`config.mk`:
```
export PLATFORM = sky130hd
export DESIGN_NAME = hazard_unit_p_flat
export DESIGN_NICKNAME = d
export VERILOG_FILES = /design/src/rtl/hazard_unit_p_if.sv /design/src/rtl/hazard_unit_p.sv /design/src/flat_wrapper.sv
export SDC_FILE = /design/constraint.sdc
export NUM_CORES = 1
export LEC_CHECK = 0
export CAP_MARGIN = 20
export CORE_MARGIN = 2
export CORE_UTILIZATION = 35
export DETAILED_ROUTE_END_ITERATION = 8
export SYNTH_ARGS = -nofsm -noshare
export SYNTH_HDL_FRONTEND = slang
export SYNTH_SLANG_ARGS = --single-unit
```
`constraint.sdc`:
```
create_clock -name clk -period 2.2 [get_ports clk]
set_input_delay 0.33 -clock clk [delete_from_list [all_inputs] [get_ports clk]]
set_output_delay 0.33 -clock clk [all_outputs]
set_load 0.01 [all_outputs]
```
`src/rtl/hazard_unit_p_if.sv`:
```
// Purpose: groups the ID-stage decode fields and the hazard controls exchanged with the hazard unit.
// Latency: none, this is a plain bundle of wires.
// Backpressure: pc_hold / idex_bub / ex_hold flow back from the slave to the pipeline registers.
interface hazard_unit_p_if #(
  parameter int REG_AW      = 5,
  parameter int FLUSH_DEPTH = 2
);
  // decode fields of the instruction sitting in ID, plus the EX branch outcome
  logic              id_valid;
  logic [REG_AW-1:0] id_rs;
  logic [REG_AW-1:0] id_rt;
  logic              id_use_rs;
  logic              id_use_rt;
  logic [REG_AW-1:0] id_rd;
  logic              id_regw;
  logic              id_load;
  logic              id_mul;
  logic              br_taken;

  // controls back to the pipeline registers and EX operand muxes
  logic                   pc_hold;
  logic                   idex_bub;
  logic                   ex_hold;
  logic [FLUSH_DEPTH-1:0] flush;
  logic [1:0]             fwd_a;
  logic [1:0]             fwd_b;
  logic                   mul_busy;

  // the hazard unit itself
  modport slave (
    input  id_valid, id_rs, id_rt, id_use_rs, id_use_rt,
           id_rd, id_regw, id_load, id_mul, br_taken,
    output pc_hold, idex_bub, ex_hold, flush, fwd_a, fwd_b, mul_busy
  );

  // the pipeline (decode stage and branch resolution)
  modport master (
    output id_valid, id_rs, id_rt, id_use_rs, id_use_rt,
           id_rd, id_regw, id_load, id_mul, br_taken,
    input  pc_hold, idex_bub, ex_hold, flush, fwd_a, fwd_b, mul_busy
  );
endinterface

```
`src/rtl/hazard_unit_p.sv`:
```
// Purpose: shadow scoreboard of EX/MEM/WB driving forwarding selects, load-use stall, MUL hold and branch flush.
// Latency: all outputs are combinational from registered scoreboard state and the current ID fields.
// Backpressure: a load-use hazard stalls IF/ID for one cycle; a MUL stalls IF/ID and ID/EX for MUL_LAT-1 cycles.
module hazard_unit_p #(
  parameter int REG_AW      = 5,
  parameter int MUL_LAT     = 4,
  parameter int FLUSH_DEPTH = 2
) (
  input  logic           clk,
  input  logic           rst,
  hazard_unit_p_if.slave hz
);

  localparam int            CW       = (MUL_LAT > 1) ? $clog2(MUL_LAT) : 1;
  localparam logic [CW-1:0] MUL_LOAD = CW'(MUL_LAT - 1);
  localparam logic [CW-1:0] CNT_ONE  = CW'(1);

  // Downstream entries only need what a forwarding source is matched on.
  typedef struct packed {
    logic              vld;
    logic [REG_AW-1:0] rd;
    logic              regw;
  } pipe_ent_t;

  // The EX entry also carries its sources (forwarding) and the load flag
  // (load-use). MUL occupancy is tracked by the counter, not by a flag.
  typedef struct packed {
    logic              vld;
    logic [REG_AW-1:0] rd;
    logic              regw;
    logic              load;
    logic [REG_AW-1:0] rs;
    logic [REG_AW-1:0] rt;
    logic              use_rs;
    logic              use_rt;
  } ex_ent_t;

  ex_ent_t   ex_q,  ex_d;
  pipe_ent_t mem_q, mem_d;
  pipe_ent_t wb_q,  wb_d;
  logic [CW-1:0] cnt_q, cnt_d;

  logic mul_busy;
  logic br_eff;
  logic luse;
  logic ex_is_load_src;
  logic take_id;
  logic [1:0] fwd_a_sel;
  logic [1:0] fwd_b_sel;

  // Selects the youngest older producer of src; EX/MEM wins over MEM/WB.
  function automatic logic [1:0] fwd_sel(
    input logic              ex_vld,
    input logic              use_src,
    input logic [REG_AW-1:0] src,
    input pipe_ent_t         mem_e,
    input pipe_ent_t         wb_e
  );
    logic mem_hit;
    logic wb_hit;
    mem_hit = mem_e.vld & mem_e.regw & (mem_e.rd != '0) & (mem_e.rd == src);
    wb_hit  = wb_e.vld  & wb_e.regw  & (wb_e.rd  != '0) & (wb_e.rd  == src);
    if (!(ex_vld & use_src)) begin
      return 2'b00;
    end else if (mem_hit) begin
      return 2'b10;
    end else if (wb_hit) begin
      return 2'b01;
    end
    return 2'b00;
  endfunction

  // Hazard detection: MUL occupancy, effective branch and load-use.
  always_comb begin
    mul_busy       = (cnt_q != '0);
    // A branch cannot be resolving in EX while a MUL owns it.
    br_eff         = hz.br_taken & ~mul_busy;
    ex_is_load_src = ex_q.vld & ex_q.load & ex_q.regw & (ex_q.rd != '0);
    luse           = hz.id_valid & ex_is_load_src &
                     ((hz.id_use_rs & (hz.id_rs == ex_q.rd)) |
                      (hz.id_use_rt & (hz.id_rt == ex_q.rd)));
    // A taken branch kills the ID instruction, so its load-use stall is moot.
    take_id        = hz.id_valid & ~luse & ~br_eff;
  end

  // Forwarding selects for the instruction currently in EX.
  always_comb begin
    fwd_a_sel = fwd_sel(ex_q.vld, ex_q.use_rs, ex_q.rs, mem_q, wb_q);
    fwd_b_sel = fwd_sel(ex_q.vld, ex_q.use_rt, ex_q.rt, mem_q, wb_q);
  end

  // Scoreboard advance: hold EX and bubble MEM while the MUL is busy,
  // otherwise shift and admit the ID instruction when allowed.
  always_comb begin
    ex_d  = ex_q;
    mem_d = mem_q;
    wb_d  = mem_q;
    cnt_d = cnt_q;
    if (mul_busy) begin
      mem_d = '0;
      cnt_d = cnt_q - CNT_ONE;
    end else begin
      mem_d.vld  = ex_q.vld;
      mem_d.rd   = ex_q.rd;
      mem_d.regw = ex_q.regw;
      if (take_id) begin
        ex_d.vld    = 1'b1;
        ex_d.rd     = hz.id_rd;
        ex_d.regw   = hz.id_regw;
        ex_d.load   = hz.id_load;
        ex_d.rs     = hz.id_rs;
        ex_d.rt     = hz.id_rt;
        ex_d.use_rs = hz.id_use_rs;
        ex_d.use_rt = hz.id_use_rt;
        cnt_d       = hz.id_mul ? MUL_LOAD : '0;
      end else begin
        ex_d  = '0;
        cnt_d = '0;
      end
    end
  end

  // Scoreboard and MUL counter registers; reset clears everything at once.
  always_ff @(posedge clk or negedge rst) begin
    if (!rst) begin
      ex_q  <= '0;
      mem_q <= '0;
      wb_q  <= '0;
      cnt_q <= '0;
    end else begin
      ex_q  <= ex_d;
      mem_q <= mem_d;
      wb_q  <= wb_d;
      cnt_q <= cnt_d;
    end
  end

  // Outputs are qualified by rst so br_taken or ID fields cannot leak
  // through while the unit is held in reset.
  assign hz.mul_busy = rst & mul_busy;
  assign hz.ex_hold  = rst & mul_busy;
  assign hz.pc_hold  = rst & (mul_busy | (luse & ~br_eff));
  assign hz.idex_bub = rst & luse & ~mul_busy & ~br_eff;
  assign hz.flush    = {FLUSH_DEPTH{rst & br_eff}};
  assign hz.fwd_a    = rst ? fwd_a_sel : 2'b00;
  assign hz.fwd_b    = rst ? fwd_b_sel : 2'b00;

endmodule

```
`src/flat_wrapper.sv`:
```
// flat-port wrapper written by rule: the top's interface ports become plain ports
module hazard_unit_p_flat 
#(
  parameter int REG_AW      = 5,
  parameter int MUL_LAT     = 4,
  parameter int FLUSH_DEPTH = 2
)
  (clk, rst, hz_id_valid, hz_id_rs, hz_id_rt, hz_id_use_rs, hz_id_use_rt, hz_id_rd, hz_id_regw, hz_id_load, hz_id_mul, hz_br_taken, hz_pc_hold, hz_idex_bub, hz_ex_hold, hz_flush, hz_fwd_a, hz_fwd_b, hz_mul_busy);
  hazard_unit_p_if #(.REG_AW(REG_AW), .FLUSH_DEPTH(FLUSH_DEPTH)) hz_i ();
  input  logic clk;
  input  logic rst;
  input wire logic [$bits(hz_i.id_valid)-1:0] hz_id_valid;
  input wire logic [$bits(hz_i.id_rs)-1:0] hz_id_rs;
  input wire logic [$bits(hz_i.id_rt)-1:0] hz_id_rt;
  input wire logic [$bits(hz_i.id_use_rs)-1:0] hz_id_use_rs;
  input wire logic [$bits(hz_i.id_use_rt)-1:0] hz_id_use_rt;
  input wire logic [$bits(hz_i.id_rd)-1:0] hz_id_rd;
  input wire logic [$bits(hz_i.id_regw)-1:0] hz_id_regw;
  input wire logic [$bits(hz_i.id_load)-1:0] hz_id_load;
  input wire logic [$bits(hz_i.id_mul)-1:0] hz_id_mul;
  input wire logic [$bits(hz_i.br_taken)-1:0] hz_br_taken;
  output wire logic [$bits(hz_i.pc_hold)-1:0] hz_pc_hold;
  output wire logic [$bits(hz_i.idex_bub)-1:0] hz_idex_bub;
  output wire logic [$bits(hz_i.ex_hold)-1:0] hz_ex_hold;
  output wire logic [$bits(hz_i.flush)-1:0] hz_flush;
  output wire logic [$bits(hz_i.fwd_a)-1:0] hz_fwd_a;
  output wire logic [$bits(hz_i.fwd_b)-1:0] hz_fwd_b;
  output wire logic [$bits(hz_i.mul_busy)-1:0] hz_mul_busy;
  assign hz_i.id_valid = hz_id_valid;
  assign hz_i.id_rs = hz_id_rs;
  assign hz_i.id_rt = hz_id_rt;
  assign hz_i.id_use_rs = hz_id_use_rs;
  assign hz_i.id_use_rt = hz_id_use_rt;
  assign hz_i.id_rd = hz_id_rd;
  assign hz_i.id_regw = hz_id_regw;
  assign hz_i.id_load = hz_id_load;
  assign hz_i.id_mul = hz_id_mul;
  assign hz_i.br_taken = hz_br_taken;
  assign hz_pc_hold = hz_i.pc_hold;
  assign hz_idex_bub = hz_i.idex_bub;
  assign hz_ex_hold = hz_i.ex_hold;
  assign hz_flush = hz_i.flush;
  assign hz_fwd_a = hz_i.fwd_a;
  assign hz_fwd_b = hz_i.fwd_b;
  assign hz_mul_busy = hz_i.mul_busy;
  hazard_unit_p #(.REG_AW(REG_AW), .MUL_LAT(MUL_LAT), .FLUSH_DEPTH(FLUSH_DEPTH)) u_core (.clk(clk), .rst(rst), .hz(hz_i));
endmodule
```
==> flow_results.org <==
** Synthesis
- A synthesized cell averages 10.5 µm².
- Counting every instance in the synthesized netlist gives 185.
- The biggest area contributor in the post-synthesis netlist is sky130_fd_sc_hd__dfrtp_1.
- Counting distinct cell types in the post-synthesis netlist gives 33.
- Yosys printed 0 warnings.
- The share of the Yosys chip area taken by registers is 46.3%.
- Ranked by total cell area, the synthesized netlist is headed by sky130_fd_sc_hd__dfrtp_1 (46%), sky130_fd_sc_hd__a32oi_1 (9.5%), sky130_fd_sc_hd__xnor2_1 (8.1%), sky130_fd_sc_hd__xor2_1 (5.4%), sky130_fd_sc_hd__nand2_1 (4.4%).
- Synthesis inferred 36 register bits.
- The number of nets handed over by synthesis was 209.
- Summed over its instances, the top area cell type makes up 46.3% of the synthesized netlist area.
- The cell area that synthesis handed to floorplanning was 1940 µm².

** Outcome
- The final reports fail on setup timing.
- Run status :: finished, violations left

** Cells and area
- For this run, the share of the core covered by cells in the final layout is 50.4%.
- The count of cells in the finished layout, fillers not included, comes to 326.
- Filler cell count in the final layout :: 513
- For this run, the post-layout net count is 277.
- The post-route netlist has 28.7% of its cells at a drive strength greater than 1.
- Relative to the synthesized area, the layout overhead comes to 40.9%.
- Number of diodes :: 0

** Global routing
- The via count of the first global-routing pass is 1,637.
- The initial antenna violation count is 0.
- Wire length of the first global-routing pass :: 8.47 mm
- The total overflow left after global routing is 0.
- GRT Overall Usage :: 17.8%
- Maximum number of pins on one net before global-route repair :: 40

** Floorplanning
- The die covers 6170 µm².
- Number of standard-cell rows in the floorplan :: 27
- From bottom edge to top edge, the die measures 78.5 µm.
- For this design the top-level I/O count stands at 34.
- Die X-Extent :: 78.5 µm
- The initial utilization of the core area, before any placement, comes to 35.7%.
- The floorplan step defined a core boundary enclosing 5440 µm².

** Drt
- Antenna viol nets, final :: 0
- After detailed routing, the number of vias per cell comes to 5.10.
- Drt first-iter violations :: 144
- Detailed routing inserted a total of 1,664 vias.
- Overall routed net length :: 5.03 mm
- After detailed routing, the average wire length per cell comes to 15.4 µm.
- The pre-antenna-repair detailed-routing pass consisted of 4 iterations.
- After detailed routing, the number of remaining DRC violations is 0.

** Setup path
- Arrival @ worst endpoint :: 1.94 ns
- Along the worst path, the maximum fanout reaches 2.
- The critical path in this run is classified as flip-flop to primary output.
- CP Data Required Time :: 1.87 ns
- Largest delay share family, worst path :: simple AND/OR/NAND/NOR gates
- CP Launch Type :: flip-flop
- Worst path slowest cell :: sky130_fd_sc_hd__or4_1
- The worst setup path is captured at a primary output.
- The number of buffers and inverters on the critical path is 2.
- Max incr delay on CP :: 0.51 ns
- Cells along the critical path :: or4_1 -> o211ai_1 -> buf_4 -> nor4_2 -> and4_1 -> buf_2

** Clocking
- After clock tree synthesis, the clock-pin slew on the worst setup and hold paths is 0.07 ns.
- Clock Latency Late Sink :: 0.29 ns
- TritonCTS clock tree :: done
- Number of sinks on the clock net :: 36
- H-tree depth :: 2
- The number of clock buffers added by TritonCTS is 5.
- In this run the clock root is driven by a sky130_fd_sc_hd__clkbuf_8.
- Number of buffers on the longest clock path :: 2

** STA
- Setup repair after global routing could not meet its margin everywhere.
- Setup violations remaining at the end of the flow were counted as 4.
- Max-slew violation count :: 0
- For the pin with the worst max-slew slack, the measured transition is 0.354 ns.
- Based on the critical path, the design can be clocked at up to 441 MHz.
- The clock arrives with 0.00531 ns of skew.
- Smallest setup slack after layout :: -0.0665 ns
- Headroom to the max-slew limit came out at 76.2%.
- Counting I/O delays and the setup requirement, the final critical path takes 2.27 ns.
- Final Hold Fails :: 0
- Period utilisation layout :: 103%

** Placement
- Half-perimeter wire length after placement :: 3.58 mm
- Final Wtd Congestion :: 0.784
- The count of buffers added on input and output ports is 33.
- The number of placed instances, taps included, is 313.

** Pwr
- The analysis attributes to cell leakage a power of 1.19 nW.
- Power after layout :: 0.00310 W
- Pwr Density :: 1130 nW/µm²
- Peak ir drop on the vdd network :: 503 µV

** Hold path
- The worst hold path belongs to the class primary input to async pin.

** Job
- Number of maximum-capacitance constraint violations :: 0
flip-flops by register name, indices dropped and copies added, names as in the netlist:
signal and count:
u_core.wb_q 7, u_core.mem_q 7, u_core.cnt_q 2, u_core.ex_q 20
timing repair:
item / CTS / global route
endpoints found under the setup margin: 6 / 5
buffers inserted: 5 / 0
pin swaps: 6 / 5
gates resized for setup: 30 / 3
hold buffers: 0 / 0
synth_stat cells:
cell                       count
sky130_fd_sc_hd__a22oi_1       1
sky130_fd_sc_hd__o221ai_1      1
sky130_fd_sc_hd__or4_1         4
sky130_fd_sc_hd__and2_1        8
sky130_fd_sc_hd__xor2_1       12
sky130_fd_sc_hd__buf_2         7
sky130_fd_sc_hd__and4_1        3
sky130_fd_sc_hd__nand4_1       4
sky130_fd_sc_hd__nor4_1        2
sky130_fd_sc_hd__buf_6         2
sky130_fd_sc_hd__o21ai_2       4
sky130_fd_sc_hd__and3_1        1
sky130_fd_sc_hd__clkbuf_2      1
sky130_fd_sc_hd__nand3_1       2
sky130_fd_sc_hd__dfrtp_1      36
sky130_fd_sc_hd__nor3b_4       1
sky130_fd_sc_hd__or4_4         1
sky130_fd_sc_hd__o21ai_1      17
sky130_fd_sc_hd__o21ai_4       1
sky130_fd_sc_hd__a21o_1        1
sky130_fd_sc_hd__nor4_2        2
sky130_fd_sc_hd__nor4b_1       1
sky130_fd_sc_hd__clkbuf_1      1
sky130_fd_sc_hd__nand2b_1      1
sky130_fd_sc_hd__o211ai_1      2
sky130_fd_sc_hd__o22ai_1       1
sky130_fd_sc_hd__a32oi_1      21
sky130_fd_sc_hd__inv_1         1
sky130_fd_sc_hd__xnor2_1      18
sky130_fd_sc_hd__or2_1         1
sky130_fd_sc_hd__buf_4         2
sky130_fd_sc_hd__nor2_1        2
sky130_fd_sc_hd__nand2_1      23
stage by stage:
stage / instance area [µm²] / hold WS [ns] / worst slack, ns / setup TNS, ns
after floorplan: 1940 / 0.0344 / 0.305 / 0
after global placement: 2570 / 0.380 / -0.327 / -1.10
after detailed placement: 2570 / 0.367 / -0.335 / -1.21
after CTS: 2730 / 0.0973 / -0.0549 / -0.162
after global routing: 2740 / 0.101 / -0.165 / -0.656
final: 2740 / 0.0997 / -0.0665 / -0.189
path summary, 6_finish.rpt:
kind                                 startpoint               to  slack (ns)  cells after the start
worst max register to register  u_core.ex_q[15]   u_core.ex_q[0]        0.34                      6
worst min-delay path                        rst  u_core.mem_q[0]         0.1                      2
max in group asynchronous                   rst  u_core.ex_q[15]        1.90                      2
worst min register to register  u_core.mem_q[6]   u_core.wb_q[6]        0.39                      0
worst max-delay path            u_core.mem_q[1]      hz_fwd_b[1]       -0.07                      6
min in group clk                u_core.mem_q[6]   u_core.wb_q[6]        0.39                      0
per-layer routing:
layer / wire length [µm] / global-route usage [%] / share of wire (%)
met5: 0 / 0 / 0
met3: 199 / 4.14 / 4.0
met1: 2310 / 24.1 / 46
met4: 57 / 4.21 / 1.1
met2: 2470 / 28.9 / 49
power by group:
| group | internal, W | switching [W] | leakage (nW) |
|---|---|---|---|
| Combinational | 0.000677 | 0.000600 | 0.659 |
| Sequential | 0.000921 | 0.000263 | 0.469 |
| Clock | 0.000400 | 0.000240 | 0.0645 |
| Total | 0.00200 | 0.00110 | 1.19 |
layout make-up:
cell class | instances | area, µm² | share of cell area [%]
clock buffers | 7 | 96.3 | 3.52
clock inverters | 1 | 30.0 | 1.10
inverters | 1 | 3.75 | 0.137
multi-input cells | 135 | 1000 | 36.5
flip-flops and latches | 36 | 905 | 33.0
well taps | 72 | 90.1 | 3.29
repair buffers | 74 | 616 | 22.5
layout by cell type, fill, tap and decap left out, drive strengths merged:
master and instances:
bufinv 1, dfrtp 36, o21ai 22, nand3 2, and2 8, and3 1
inv 1, or2 1, nor4b 1, a22oi 1, buf 48, clkdlybuf4s50 26
clkbuf 7, nand4 4, o22ai 1, o211ai 2, and4 3, o221ai 1
nand2 23, nor2 2, or4 5, xor2 12, nor3b 1, a32oi 21
nand2b 1, xnor2 18, nor4 4, a21o 1
worst register-to-register path, stage by stage, from the launching register on:
cell and delay (ns):
sky130_fd_sc_hd__dfrtp_2 0.47, sky130_fd_sc_hd__or4_4 0.51, sky130_fd_sc_hd__o21ai_4 0.16, sky130_fd_sc_hd__buf_4 0.14, sky130_fd_sc_hd__buf_4 0.26, sky130_fd_sc_hd__a32oi_1 0.15
sky130_fd_sc_hd__o21ai_1 0.09
logic make-up after synthesis:
family | synth area share (%)
DFF | 46.3
AOI/OAI and AO/OA | 18.8
buffers and inverters | 4.37
and+or+nand+nor | 17.0
xor gates and xnor gates | 13.5
No activity file was read; power rests on OpenSTA's default activity.
